==> config.mk <==
export PLATFORM = sky130hd
export DESIGN_NAME = vscale_hasti_mem_bist_flat
export DESIGN_NICKNAME = d
export VERILOG_FILES = /design/src/rtl/vscale_hasti_mem_bist_if.sv /design/src/rtl/vscale_hasti_mem_bist.sv /design/src/flat_wrapper.sv
export SDC_FILE = /design/constraint.sdc
export NUM_CORES = 1
export LEC_CHECK = 0
export ABC_CLOCK_PERIOD_IN_PS = 3600
export CORE_MARGIN = 5
export CORE_UTILIZATION = 50
export CTS_CLUSTER_DIAMETER = 100
export CTS_CLUSTER_SIZE = 28
export DETAILED_ROUTE_END_ITERATION = 12
export GPL_TIMING_DRIVEN = 0
export PLACE_DENSITY = 0.89
export SLEW_MARGIN = 20
export SYNTH_ARGS = -nofsm -noshare
export SYNTH_HDL_FRONTEND = slang
export SYNTH_SLANG_ARGS = --single-unit
==> constraint.sdc <==
create_clock -name hclk -period 3.6 [get_ports hclk]
set_input_delay 0.72 -clock hclk [delete_from_list [all_inputs] [get_ports hclk]]
set_output_delay 0.72 -clock hclk [all_outputs]
set_load 0.1 [all_outputs]
==> src/rtl/vscale_hasti_mem_bist_if.sv <==
// HASTI bus constants and the master/slave bus bundle
// used by the memory BIST engine.
package vscale_hasti_pkg;
  localparam int HASTI_ADDR_WIDTH  = 32;
  localparam int HASTI_BUS_WIDTH   = 32;
  localparam int HASTI_SIZE_WIDTH  = 3;
  localparam int HASTI_BURST_WIDTH = 3;
  localparam int HASTI_PROT_WIDTH  = 4;
  localparam int HASTI_TRANS_WIDTH = 2;
  localparam int HASTI_RESP_WIDTH  = 1;

  localparam logic [HASTI_TRANS_WIDTH-1:0] HASTI_TRANS_IDLE   = 2'd0;
  localparam logic [HASTI_TRANS_WIDTH-1:0] HASTI_TRANS_NONSEQ = 2'd2;
  localparam logic [HASTI_SIZE_WIDTH-1:0]  HASTI_SIZE_WORD    = 3'd2;
  localparam logic [HASTI_BURST_WIDTH-1:0] HASTI_BURST_SINGLE = 3'd0;
  localparam logic [HASTI_PROT_WIDTH-1:0]  HASTI_NO_PROT      = 4'b0011;
endpackage

interface vscale_hasti_mem_bist_if;
  import vscale_hasti_pkg::*;

  logic [HASTI_ADDR_WIDTH-1:0]  haddr;
  logic                         hwrite;
  logic [HASTI_SIZE_WIDTH-1:0]  hsize;
  logic [HASTI_BURST_WIDTH-1:0] hburst;
  logic                         hmastlock;
  logic [HASTI_PROT_WIDTH-1:0]  hprot;
  logic [HASTI_TRANS_WIDTH-1:0] htrans;
  logic [HASTI_BUS_WIDTH-1:0]   hwdata;
  logic [HASTI_BUS_WIDTH-1:0]   hrdata;
  logic                         hready;
  logic [HASTI_RESP_WIDTH-1:0]  hresp;

  modport master (
    output haddr, hwrite, hsize, hburst,
    output hmastlock, hprot, htrans, hwdata,
    input  hrdata, hready, hresp
  );

  modport slave (
    input  haddr, hwrite, hsize, hburst,
    input  hmastlock, hprot, htrans, hwdata,
    output hrdata, hready, hresp
  );
endinterface

==> src/rtl/vscale_hasti_mem_bist.sv <==
// HASTI master that writes a seeded ramp over a word range,
// reads it back and counts mismatches and error responses.
module vscale_hasti_mem_bist
  import vscale_hasti_pkg::*;
#(
  parameter int NWORDS_WIDTH = 16,
  parameter int ERR_WIDTH    = 16
) (
  input  logic                        hclk,
  input  logic                        hresetn,
  input  logic                        start,
  input  logic [HASTI_ADDR_WIDTH-1:0] base_addr,
  input  logic [NWORDS_WIDTH-1:0]     nwords,
  input  logic [HASTI_BUS_WIDTH-1:0]  seed,
  output logic                        busy,
  output logic                        done,
  output logic                        pass,
  output logic [ERR_WIDTH-1:0]        err_count,
  output logic [HASTI_ADDR_WIDTH-1:0] first_err_addr,
  vscale_hasti_mem_bist_if.master     bus
);

  localparam int AW = HASTI_ADDR_WIDTH;
  localparam int BW = HASTI_BUS_WIDTH;
  localparam int NW = NWORDS_WIDTH;

  localparam logic [2:0] S_IDLE   = 3'd0;
  localparam logic [2:0] S_WR     = 3'd1;
  localparam logic [2:0] S_TURN   = 3'd2;
  localparam logic [2:0] S_RD     = 3'd3;
  localparam logic [2:0] S_RDLAST = 3'd4;
  localparam logic [2:0] S_DONE   = 3'd5;

  logic [2:0]    state;
  logic [NW-1:0] idx;
  logic [NW-1:0] last;
  logic [AW-1:0] base_q;
  logic [BW-1:0] seed_q;

  logic          dp_act;
  logic          dp_wr;
  logic [BW-1:0] dp_pat;
  logic [AW-1:0] dp_addr;

  logic          act;
  logic [AW-1:0] addr_cur;
  logic          rd_bad;
  logic          dp_err;

  assign act      = (state == S_WR) || (state == S_RD);
  assign addr_cur = base_q + (AW'(idx) << 2);

  assign bus.haddr     = addr_cur;
  assign bus.htrans    = act ? HASTI_TRANS_NONSEQ
                             : HASTI_TRANS_IDLE;
  assign bus.hwrite    = (state == S_WR);
  assign bus.hwdata    = dp_pat;
  assign bus.hsize     = HASTI_SIZE_WORD;
  assign bus.hburst    = HASTI_BURST_SINGLE;
  assign bus.hmastlock = 1'b0;
  assign bus.hprot     = HASTI_NO_PROT;

  assign busy = (state == S_WR) || (state == S_TURN)
             || (state == S_RD) || (state == S_RDLAST);
  assign done = (state == S_DONE);
  assign pass = done && (err_count == '0);

  assign rd_bad = !dp_wr && (bus.hrdata != dp_pat);
  assign dp_err = dp_act && ((bus.hresp != '0) || rd_bad);

  always_ff @(posedge hclk or negedge hresetn) begin
    if (!hresetn) begin
      state          <= S_IDLE;
      idx            <= '0;
      last           <= '0;
      base_q         <= '0;
      seed_q         <= '0;
      dp_act         <= 1'b0;
      dp_wr          <= 1'b0;
      dp_pat         <= '0;
      dp_addr        <= '0;
      err_count      <= '0;
      first_err_addr <= '0;
    end else if (state == S_IDLE || state == S_DONE) begin
      if (start) begin
        base_q         <= base_addr & ~AW'(3);
        seed_q         <= seed;
        last           <= nwords - NW'(1);
        idx            <= '0;
        err_count      <= '0;
        first_err_addr <= '0;
        // empty range still spends one cycle before DONE
        state <= (nwords == '0) ? S_RDLAST : S_WR;
      end
    end else if (bus.hready) begin
      if (dp_err && err_count == '0)
        first_err_addr <= dp_addr;
      if (dp_err && err_count != '1)
        err_count <= err_count + ERR_WIDTH'(1);
      dp_act <= act;
      dp_wr  <= (state == S_WR);
      if (act) begin
        dp_pat  <= seed_q + BW'(idx);
        dp_addr <= addr_cur;
      end
      unique case (1'b1)
        (state == S_WR): begin
          if (idx == last) begin
            idx   <= '0;
            state <= S_TURN;
          end else begin
            idx <= idx + NW'(1);
          end
        end
        (state == S_TURN): state <= S_RD;
        (state == S_RD): begin
          if (idx == last) begin
            idx   <= '0;
            state <= S_RDLAST;
          end else begin
            idx <= idx + NW'(1);
          end
        end
        (state == S_RDLAST): state <= S_DONE;
        default: ;
      endcase
    end
  end

endmodule

==> src/flat_wrapper.sv <==
// flat-port wrapper written by rule: the top's interface ports become plain ports
module vscale_hasti_mem_bist_flat import vscale_hasti_pkg::*;
#(
  parameter int NWORDS_WIDTH = 16,
  parameter int ERR_WIDTH    = 16
)
  (hclk, hresetn, start, base_addr, nwords, seed, busy, done, pass, err_count, first_err_addr, bus_haddr, bus_hwrite, bus_hsize, bus_hburst, bus_hmastlock, bus_hprot, bus_htrans, bus_hwdata, bus_hrdata, bus_hready, bus_hresp);
  vscale_hasti_mem_bist_if bus_i ();
  input  logic hclk;
  input  logic hresetn;
  input  logic start;
  input  logic [HASTI_ADDR_WIDTH-1:0] base_addr;
  input  logic [NWORDS_WIDTH-1:0] nwords;
  input  logic [HASTI_BUS_WIDTH-1:0] seed;
  output logic busy;
  output logic done;
  output logic pass;
  output logic [ERR_WIDTH-1:0] err_count;
  output logic [HASTI_ADDR_WIDTH-1:0] first_err_addr;
  output wire logic [$bits(bus_i.haddr)-1:0] bus_haddr;
  output wire logic [$bits(bus_i.hwrite)-1:0] bus_hwrite;
  output wire logic [$bits(bus_i.hsize)-1:0] bus_hsize;
  output wire logic [$bits(bus_i.hburst)-1:0] bus_hburst;
  output wire logic [$bits(bus_i.hmastlock)-1:0] bus_hmastlock;
  output wire logic [$bits(bus_i.hprot)-1:0] bus_hprot;
  output wire logic [$bits(bus_i.htrans)-1:0] bus_htrans;
  output wire logic [$bits(bus_i.hwdata)-1:0] bus_hwdata;
  input wire logic [$bits(bus_i.hrdata)-1:0] bus_hrdata;
  input wire logic [$bits(bus_i.hready)-1:0] bus_hready;
  input wire logic [$bits(bus_i.hresp)-1:0] bus_hresp;
  assign bus_haddr = bus_i.haddr;
  assign bus_hwrite = bus_i.hwrite;
  assign bus_hsize = bus_i.hsize;
  assign bus_hburst = bus_i.hburst;
  assign bus_hmastlock = bus_i.hmastlock;
  assign bus_hprot = bus_i.hprot;
  assign bus_htrans = bus_i.htrans;
  assign bus_hwdata = bus_i.hwdata;
  assign bus_i.hrdata = bus_hrdata;
  assign bus_i.hready = bus_hready;
  assign bus_i.hresp = bus_hresp;
  vscale_hasti_mem_bist #(.NWORDS_WIDTH(NWORDS_WIDTH), .ERR_WIDTH(ERR_WIDTH)) u_core (.hclk(hclk), .hresetn(hresetn), .start(start), .base_addr(base_addr), .nwords(nwords), .seed(seed), .busy(busy), .done(done), .pass(pass), .err_count(err_count), .first_err_addr(first_err_addr), .bus(bus_i));
endmodule
Word level (Yosys, flattened, before mapping)
Cells that the tools add are included.
{"block": "word_totals", "regBits": 211}
{"block": "classes", "addsub": 5, "n_eq_ne": 11, "muxes": 20, "bitwise_logic": 1, "n_reduce_logical": 28}
{"operator": "16-bit 2-to-1 mux", "count": 8}
{"operator": "32-bit 2-to-1 mux", "count": 4}
{"operator": "16-bit by 1-bit adder with 16-bit output, second input constant", "count": 2}
{"operator": "32-bit by 16-bit adder with 32-bit output", "count": 1}
{"operator": "32-bit by 18-bit adder with 32-bit output", "count": 1}
{"operator": "16-bit zero test", "count": 2}
{"operator": "32-bit inequality test", "count": 1}
{"operator": "3-bit 2-to-1 mux", "count": 6}
{"operator": "16-bit equality test", "count": 1}
{"operator": "16-bit inequality test, second input constant", "count": 1}
{"operator": "16-bit by 1-bit subtractor with 16-bit output, second input constant", "count": 1}
{"operator": "3-bit case mux with 4 select lines", "count": 1}
{"operator": "3-bit AND reduction", "count": 4}
{"operator": "2-bit nonzero test", "count": 4}
{"operator": "3-bit by 2-bit equality test with 1-bit output, second input constant", "count": 2}
{"operator": "3-bit equality test, second input constant", "count": 2}
{"operator": "1-bit logical OR", "count": 6}
{"operator": "1-bit logical AND", "count": 5}
{"operator": "5-bit AND reduction", "count": 1}
{"operator": "5-bit nonzero test", "count": 1}
{"operator": "2-bit AND reduction", "count": 2}
{"operator": "3-bit by 1-bit equality test with 1-bit output, second input constant", "count": 1}
{"operator": "3-bit zero test", "count": 1}
{"operator": "3-bit by 1-bit inequality test with 1-bit output, second input constant", "count": 1}
{"operator": "other kinds (6)", "count": 6}

Longest topological paths before layout
Gate-level depths: netlist of run 1.
{"block": "depth", "word_depth": 8, "depth_mapped": 11, "mapped_depth_nobuf": 11}

Worst setup path after synthesis of run 1
OpenSTA, ideal clock, no wires.
{"block": "synth_timing", "kind": "register to output", "from": "reg u_core.idx[0]", "to": "out bus_haddr[30]", "t_arrival_ps": 3795, "required_ps": 2880, "path_slack_ps": -915, "stages_incl_launch_ff": 11, "path_cell_list": "dfrtp_1 > ha_1 > inv_1 > fa_1 > nor2b_1 > o31a_1 > o21a_1 > nor3_2 > nor4_2 > o2111ai_1 > xnor2_1"}
{"block": "synth_between", "elab_chain_cells": 1}
{"element": "start: declaration", "line_no": "vscale_hasti_mem_bist.sv:35", "rtl": "logic [NW-1:0] idx;"}
{"element": "start signal: assignment", "line_no": "vscale_hasti_mem_bist.sv:112", "rtl": "idx <= idx + NW'(1);"}
{"element": "start signal: assignment", "line_no": "vscale_hasti_mem_bist.sv:121", "rtl": "idx <= idx + NW'(1);"}
{"element": "32-bit by 18-bit adder with 32-bit output", "line_no": "vscale_hasti_mem_bist.sv:51", "rtl": "assign addr_cur = base_q + (AW'(idx) << 2);"}
{"element": "end: declaration", "line_no": "flat_wrapper.sv:20", "rtl": "output wire logic [$bits(bus_i.haddr)-1:0] bus_haddr;"}
Every way passes these cells.

Worst setup path after layout of run 1
{"block": "layout_timing", "from": "reg u_core.idx[9]", "to": "out bus_haddr[16]"}
Same word-level chain as after synthesis.

==> results of run 1 <==
## placed cells by master (no fill, tap or decap), drive strengths merged, types with 4 or more instances in the layout
| cell type | netlist | routed |
|---|---|---|
| mux2 | 21 | 21 |
| nand2b | 10 | 10 |
| a21oi | 49 | 49 |
| nor2 | 64 | 64 |
| nand4 | 22 | 22 |
| nor4 | 9 | 9 |
| inv | 28 | 29 |
| clkdlybuf4s50 | 0 | 196 |
| a21o | 13 | 13 |
| conb | 2 | 16 |
| o31ai | 9 | 9 |
| nor3b | 4 | 4 |
| or3 | 8 | 8 |
| and3 | 13 | 13 |
| nor3 | 12 | 12 |
| buf | 27 | 89 |
| or2 | 6 | 6 |
| nand2 | 324 | 324 |
| mux2i | 8 | 8 |
| xnor2 | 100 | 100 |
| and4 | 4 | 4 |
| clkbuf | 42 | 56 |
| a31oi | 11 | 11 |
| o21a | 7 | 7 |
| nor2b | 12 | 12 |
| ha | 36 | 36 |
| dfrtp | 207 | 207 |
| xor2 | 18 | 18 |
| nand3 | 54 | 54 |
| o211ai | 8 | 8 |
| o21ai | 114 | 114 |
## critical path, cell delays in order, from the launching register on
cell     delay, ns
dfrtp_2       0.44
ha_1          0.35
a21oi_1       0.20
o21ai_0       0.18
or3_1         0.39
nor3_4        0.20
buf_4         0.15
buf_6         0.11
nor3_2        0.06
o21a_1        0.24
o21a_2        0.24
nor2_4        0.13
buf_12        0.18
## power by group
part	switching, mW	total [mW]	internal (mW)
logic	6.93	9.74	2.81
registers	0.913	4.16	3.25
clock network	0.748	1.32	0.570
## final timing paths
path	from	to	slack (ns)
hold reg to reg	u_core.seed_q[6]	u_core.seed_q[6]	0.49
max in group asynchronous	hresetn	u_core.first_err_addr[20]	2.76
setup / recovery	u_core.idx[9]	bus_haddr[16]	-0.46
min in group hclk	u_core.seed_q[6]	u_core.seed_q[6]	0.49
setup reg to reg	u_core.idx[0]	u_core.bus.hwdata[22]	0.41
hold / removal	hresetn	u_core.seed_q[18]	0.09
## area by class of cell
type	instances	area (µm²)	share of cell area (%)
Multi-Input combinational cell	988	6170	40.7
Sequential cell	207	5190	34.3
Timing Repair Buffer	265	2700	17.8
Tap cell	285	357	2.35
Buffer	69	337	2.22
Clock buffer	11	275	1.82
Inverter	28	105	0.693
Clock inverter	1	20.0	0.132
## sequential cells by signal, indices dropped and copies added (netlist names)
| signal | count |
|---|---|
| u_core.last | 16 |
| u_core.idx | 16 |
| u_core.dp_addr | 30 |
| u_core.dp_act | 1 |
| u_core.dp_wr | 1 |
| u_core.err_count | 16 |
| u_core.state | 3 |
| u_core.seed_q | 32 |
| u_core.first_err_addr | 30 |
| u_core.base_q | 30 |
| u_core.bus.hwdata | 32 |
## repair_timing
action	CTS	global route
cloned	0	0
setup buffers	26	11
pin swaps	24	17
gates resized for setup	206	35
setup endpoints to repair	30	24
hold endpoints to repair	0	0
## routing by layer
layer	global-route usage, %	vias up	share of wire (%)
met4	9.78	0	4.0
met2	46.0	557	50
li1	-	4888	-
met1	34.9	5164	39
met3	3.28	99	7.8
met5	0	-	0
## stage by stage
stage	hold WS (ns)	worst slack [ns]	power, mW	utilization [%]
after detailed placement	0.464	-1.13	13.3	63.5
after global placement	0.459	-6.57	13.0	63.2
final	0.0871	-0.459	15.2	67.4
after CTS	0.0895	-0.324	14.9	66.6
after global routing	0.0874	-0.583	15.9	67.4
after floorplan	0.424	-0.187	10.8	-
## cells in the mapped netlist (all sizes together), types with 13 or more instances
master  instances  area (µm²)
a21o           13        97.6
a21oi          49         245
and3           13        81.3
buf            27         179
clkbuf         42         158
dfrtp         207        5180
ha             36         450
inv            28         105
mux2           21         236
nand2         324        1220
nand3          54         275
nand4          22         138
nor2           64         250
o21ai         114         571
xnor2         100         876
xor2           18         158
## kinds of logic (layout without fill, tap and decap cells)
logic type	after synthesis	after routing	share of synthesized area [%]
and+or+nand+nor	551	551	21.8
AOI/OAI and AO/OA	236	236	12.2
DFF	207	207	45.7
xor gates and xnor gates	118	118	9.12
buffers and inverters	97	374	3.90
adders and majority gates	38	38	4.33
muxes	29	29	2.79
other	2	16	0.0663
==> metrics.md, run 1 <==
| Metric | Value |
|---|---|
| Status | finished, violations left |
| Failing checks | setup timing |
| Drt first pass iters | 8 |
| Largest net degree at the start of global routing | approximately 100 |
| Area grow syn2layout | 33.7% |
| CTS H-tree depth | 1 |
| Share of cells above drive strength 1 | 12.7% |
| Detailed-route via count | approximately 11k |
| Worst Path Arrival | 3.34 ns |
| Clock root buffer | clkbuf_16 |
| GRT Total Usage | about 27% |
| Syn avg cell area | between 8 and 9 µm² |
| Routed WL | about 37 mm |
| Post-synth EDFFs | 0 |
| Cells after DPL | around 1.8k |
| CTS tree | yes |
| Worst slew pin tran | between 1 and 1.5 ns |
| Seq/Total Area, Yosys | between 40% and 50% |
| Ys async rst share | 100% |
| Final worst setup slack | -0.459 ns |
| Post-synthesis cell area | roughly 11,000 µm² |
| Clock buffer depth | 3 |
| Period utilization | 113% |
| Yosys cell types | between 60 and 70 |
| CP Class | flop to output pin |
| Highest fanout seen on the critical path | 5 |
| Post-DP Area | roughly 14,000 µm² |
| RSZ-0062 raised after global routing | yes |
| Grt ovf | 0 |
| Antenna-violating nets left | 0 |
| LEAKAGE | between 6 and 7 nW |
| PortBufs | 226 |
| Rows | between 50 and 60 |
| DP HPWL | 26.6 mm |
| Max VDD drop | around 0.56 mV |
| Final Hold Vio Count | 0 |
| Reg2reg path depth | 12 |
| RePlAce Congestion | about 0.94 |
| Ys Warns | 0 |
| Worst Clk Skew | between 0.02 and 0.025 ns |
| DR iter-0 viols | 1,017 |
| Critical Path Sink Type | output pin |
| Max-slew headroom | 29.6% |
| Mapped Cells | 1,278 |
| Cts bufs inserted | 11 |
| Initial antenna violation count | 0 |
| Number of global-route vias before repair | 10.6k |
| Layout Cell Area excl Fill | approximately 15,000 µm² |
| Seq cells post-synth | 207 |
| Commonest register cell after synthesis | dfrtp_1 |
| Worst-Skew Late Latency | between 0.4 and 0.5 ns |
| Clk sink count | just over 200 |
| Die height | approximately 160 µm |
| Core area | around 23,000 µm² |
| Setup total negative slack | -4.44 ns |
| Chip width | roughly 160 µm |
| DR vias/cell | approximately 5.8 |
| Max-slew violation count | 0 |
| Post-route DRC | 0 |
| Hold-fix buffers, CTS | 0 |
| Cell area power density | between 1000 and 1500 nW/µm² |
| Die area | ~26,000 µm² |
| IO Pins | ~250 |
| First-pass GRT wire length | around 56 mm |
| Clock-pin slew on the worst setup and hold paths | 0.10 ns |
| Min-delay worst type | input pin to async pin |
| Post-route insts no fill | between 1.5k and 2k |
| Final layout net count | between 1.5k and 2k |
| Number of fill cells in the layout | approximately 1.6k |
| Crit path launch type | flop |
| Starting Density | around half |
| Data required time at the worst endpoint | 2.88 ns |
| Antenna diodes | 0 |
| DR WL/cell | between 15 and 20 µm |
| Setup violators final | 20 |
| Max cap viols | 0 |
| Minimum clock period | 4.06 ns |
| Fmax | about 250 MHz |
(Power assumes the default switching activity.)
==> run 2: changes to the inputs <==
--- a/config.mk
+++ b/config.mk
@@ -13,6 +13,7 @@
 export DETAILED_ROUTE_END_ITERATION = 12
 export GPL_TIMING_DRIVEN = 0
 export PLACE_DENSITY = 0.89
+export SKIP_CTS_REPAIR_TIMING = 1
 export SLEW_MARGIN = 20
 export SYNTH_ARGS = -nofsm -noshare
 export SYNTH_HDL_FRONTEND = slang
==> metrics.md, run 2 (synthesis gave the netlist of run 1 again) <==
| Metric | Value |
|---|---|
| Status | finished, violations left (unchanged) |
| Failing checks | setup timing (unchanged) |
| Highest fanout seen on the critical path | 7 (was 5) |
| CP Class | flop to output pin (unchanged) |
| Rows | 55 (unchanged) |
| Reg2Reg Capture Point | u_core.bus.hwdata[22] (unchanged) |
| CTS H-tree depth | 1 (unchanged) |
| DP HPWL | 26.6 mm (unchanged) |
| Die area | 25,800 µm² (unchanged) |
| Final worst setup slack | -0.335 ns (was -0.459 ns) |
| Clock-pin slew on the worst setup and hold paths | 0.11 ns (was 0.10 ns) |
| Number of global-route vias before repair | 10.3k (was 10.6k) |
| Worst-Skew Late Latency | 0.46 ns (was 0.47 ns) |
| Worst path max stage delay | 0.43 ns (was 0.44 ns) |
| Final Hold Vio Count | 0 (unchanged) |
| Critical Path Sink Type | output pin (unchanged) |
| Starting Density | 50.4% (unchanged) |
| Max-slew headroom | 27.8% (was 29.6%) |
| Total power | 15.0 mW (was 15.2 mW) |
| CP most frequent cell | buf_6 |
| Pre-CTS worst setup slack | -1.13 ns (unchanged) |
| Worst Clk Skew | 0.0192 ns (was 0.0209 ns) |
| Layout Cell Area excl Fill | 15,000 µm² (was 15,200 µm²) |
| Cell area power density | 1000 nW/µm² (about the same) |
| Max cap viols | 0 (unchanged) |
| IO Pins | 246 (unchanged) |
| First-pass GRT wire length | 54.6 mm (was 56.5 mm) |
| Period utilization | 109% (was 113%) |
| Fmax | 254 MHz (was 246 MHz) |
| Cts bufs inserted | 11 (unchanged) |
| Reg2reg path depth | 12 (unchanged) |
| Hold_ws | 0.0865 ns (was 0.0871 ns) |
| Clock root buffer | clkbuf_16 (unchanged) |
| Post-DP Area | 14,300 µm² (unchanged) |
| Clk sink count | 207 (unchanged) |
| Setup slack, reg-to-reg | 0.38 ns (was 0.41 ns) |
| RePlAce Congestion | 0.939 (unchanged) |
| Antenna-violating nets left | 0 (unchanged) |
| PortBufs | 226 (unchanged) |
| Initial antenna violation count | 0 (unchanged) |
| DR WL/cell | 19.1 µm (was 19.8 µm) |
| Cells after DPL | 1,805 (unchanged) |
| Post-route insts no fill | 1,838 (was 1,854) |
| Antenna diodes | 0 (unchanged) |
| Largest net degree at the start of global routing | 103 (unchanged) |
| Reg2reg start | u_core.idx[0] (unchanged) |
| Worst Path Arrival | 3.21 ns (was 3.34 ns) |
| Most frequent cells in the layout | nand2_1, clkdlybuf4s50_1, dfrtp_1, o21ai_0, xnor2_1 (unchanged) |
| Core area | 22,500 µm² (unchanged) |
| Clock buffer depth | 3 (unchanged) |
| Worst Setup EP | bus_haddr[30] (was bus_haddr[16]) |
| Post-route DRC | 0 (unchanged) |
| Slowest cell on crit path | dfrtp_2 (unchanged) |
| Grt ovf | 0 (unchanged) |
| Chip width | 161 µm (unchanged) |
| Routed WL | 35.2 mm (was 36.8 mm) |
| Worst slew pin tran | 1.08 ns (was 1.05 ns) |
| RSZ-0062 raised after global routing | yes (unchanged) |
| CTS tree | yes (unchanged) |
| Minimum clock period | 3.93 ns (was 4.06 ns) |
| Final layout net count | 1,709 (was 1,725) |
| Setup violators final | 16 (was 20) |
| Commonest non-fill, non-tap cell in the layout | nand2_1 (unchanged) |
| Drt first pass iters | 5 (was 8) |
| LEAKAGE | 6.71 nW (was 6.76 nW) |
| Die height | 161 µm (unchanged) |
| Max VDD drop | 0.553 mV (was 0.564 mV) |
| Crit path launch type | flop (unchanged) |
| Share of cells above drive strength 1 | 11.4% (was 12.7%) |
| Max-slew violation count | 0 (unchanged) |
| DR vias/cell | 5.72 (was 5.78) |
| DR iter-0 viols | 926 (was 1,017) |
| Crit path cell chain | ha_4 -> inv_2 -> fa_2 -> nor2b_2 -> o31a_1 -> o21a_1 -> nor3_4 -> nor4_4 -> buf_6 -> o2111ai_4 -> xnor2_2 -> buf_6 (was ha_1 -> a21oi_1 -> o21ai_0 -> or3_1 -> nor3_4 -> buf_4 -> buf_6 -> nor3_2 -> o21a_1 -> o21a_2 -> nor2_4 -> buf_12) |
| Min-delay worst type | input pin to async pin (unchanged) |
| Area grow syn2layout | 32.0% (was 33.7%) |
| Detailed-route via count | 10.5k (was 10.7k) |
| Data required time at the worst endpoint | 2.88 ns (about the same) |
| GRT Total Usage | 25.8% (was 26.8%) |
| CP Launch Point | u_core.base_q[2] (was u_core.idx[9]) |
run 2: cell types whose count changed in the layout (fill, tap and decap cells not counted), sizes merged:
cell,change
dlymetal6s2s,+4
clkbuf,+2
clkdlybuf4s15,-1
dlygate4sd2,-3
buf,-18
run 2: where the power goes:
part / switching [mW] / internal [mW] / leakage (nW)
Sequential: 0.903 / 3.25 / 2.64
Combinational: 6.81 / 2.69 / 3.92
Clock: 0.747 / 0.570 / 0.145
run 2: critical path, delay by kind of cell, from the launching register on:
kind / cells / cell delay (ns)
XOR/XNOR: 1 / 0.29
adder cells (fa/ha/maj): 2 / 0.51
AO/OA/AOI/OAI: 3 / 0.56
buffers and inverters: 3 / 0.48
AND/OR/NAND/NOR: 3 / 0.51
flip-flops: 1 / 0.43
run 2: metrics by stage:
step                setup TNS, ns  utilization, %
finish                      -3.14            66.5
global route                -4.91            66.5
CTS                        -31.09            64.8
detailed placement         -16.49            63.5
global placement         -1368.89            63.2
floorplan                  -0.519               -
run 2: routing by layer:
layer  share of wire (%)  wire (µm)  track usage [%]
met3                 6.6       2330             3.05
met1                  40      14000             34.0
met2                  50      17400             44.2
met5                   0          0                0
met4                 3.9       1380             8.99
run 2: final cells by class:
type	instances	area, µm²
fillers	1655	7540
clock buffers	11	275
plain buffers	69	337
well taps	285	357
clock inverters	1	20.0
inverters	28	105
flip-flops and latches	207	5190
multi-input cells	988	6130
repair buffers	249	2540
run 2: worst min-delay path by stage:
stage,start,end,slack (ns),cells after the start
CTS,hresetn,u_core.seed_q[17],0.09,1
global route,hresetn,u_core.bus.hwdata[17],0.09,1
finish,hresetn,u_core.seed_q[17],0.09,1
global placement,u_core.dp_addr[10],u_core.dp_addr[10],0.46,2
floorplan,hresetn,u_core.base_q[10],0.42,0
detailed placement,u_core.dp_addr[8],u_core.dp_addr[8],0.46,2
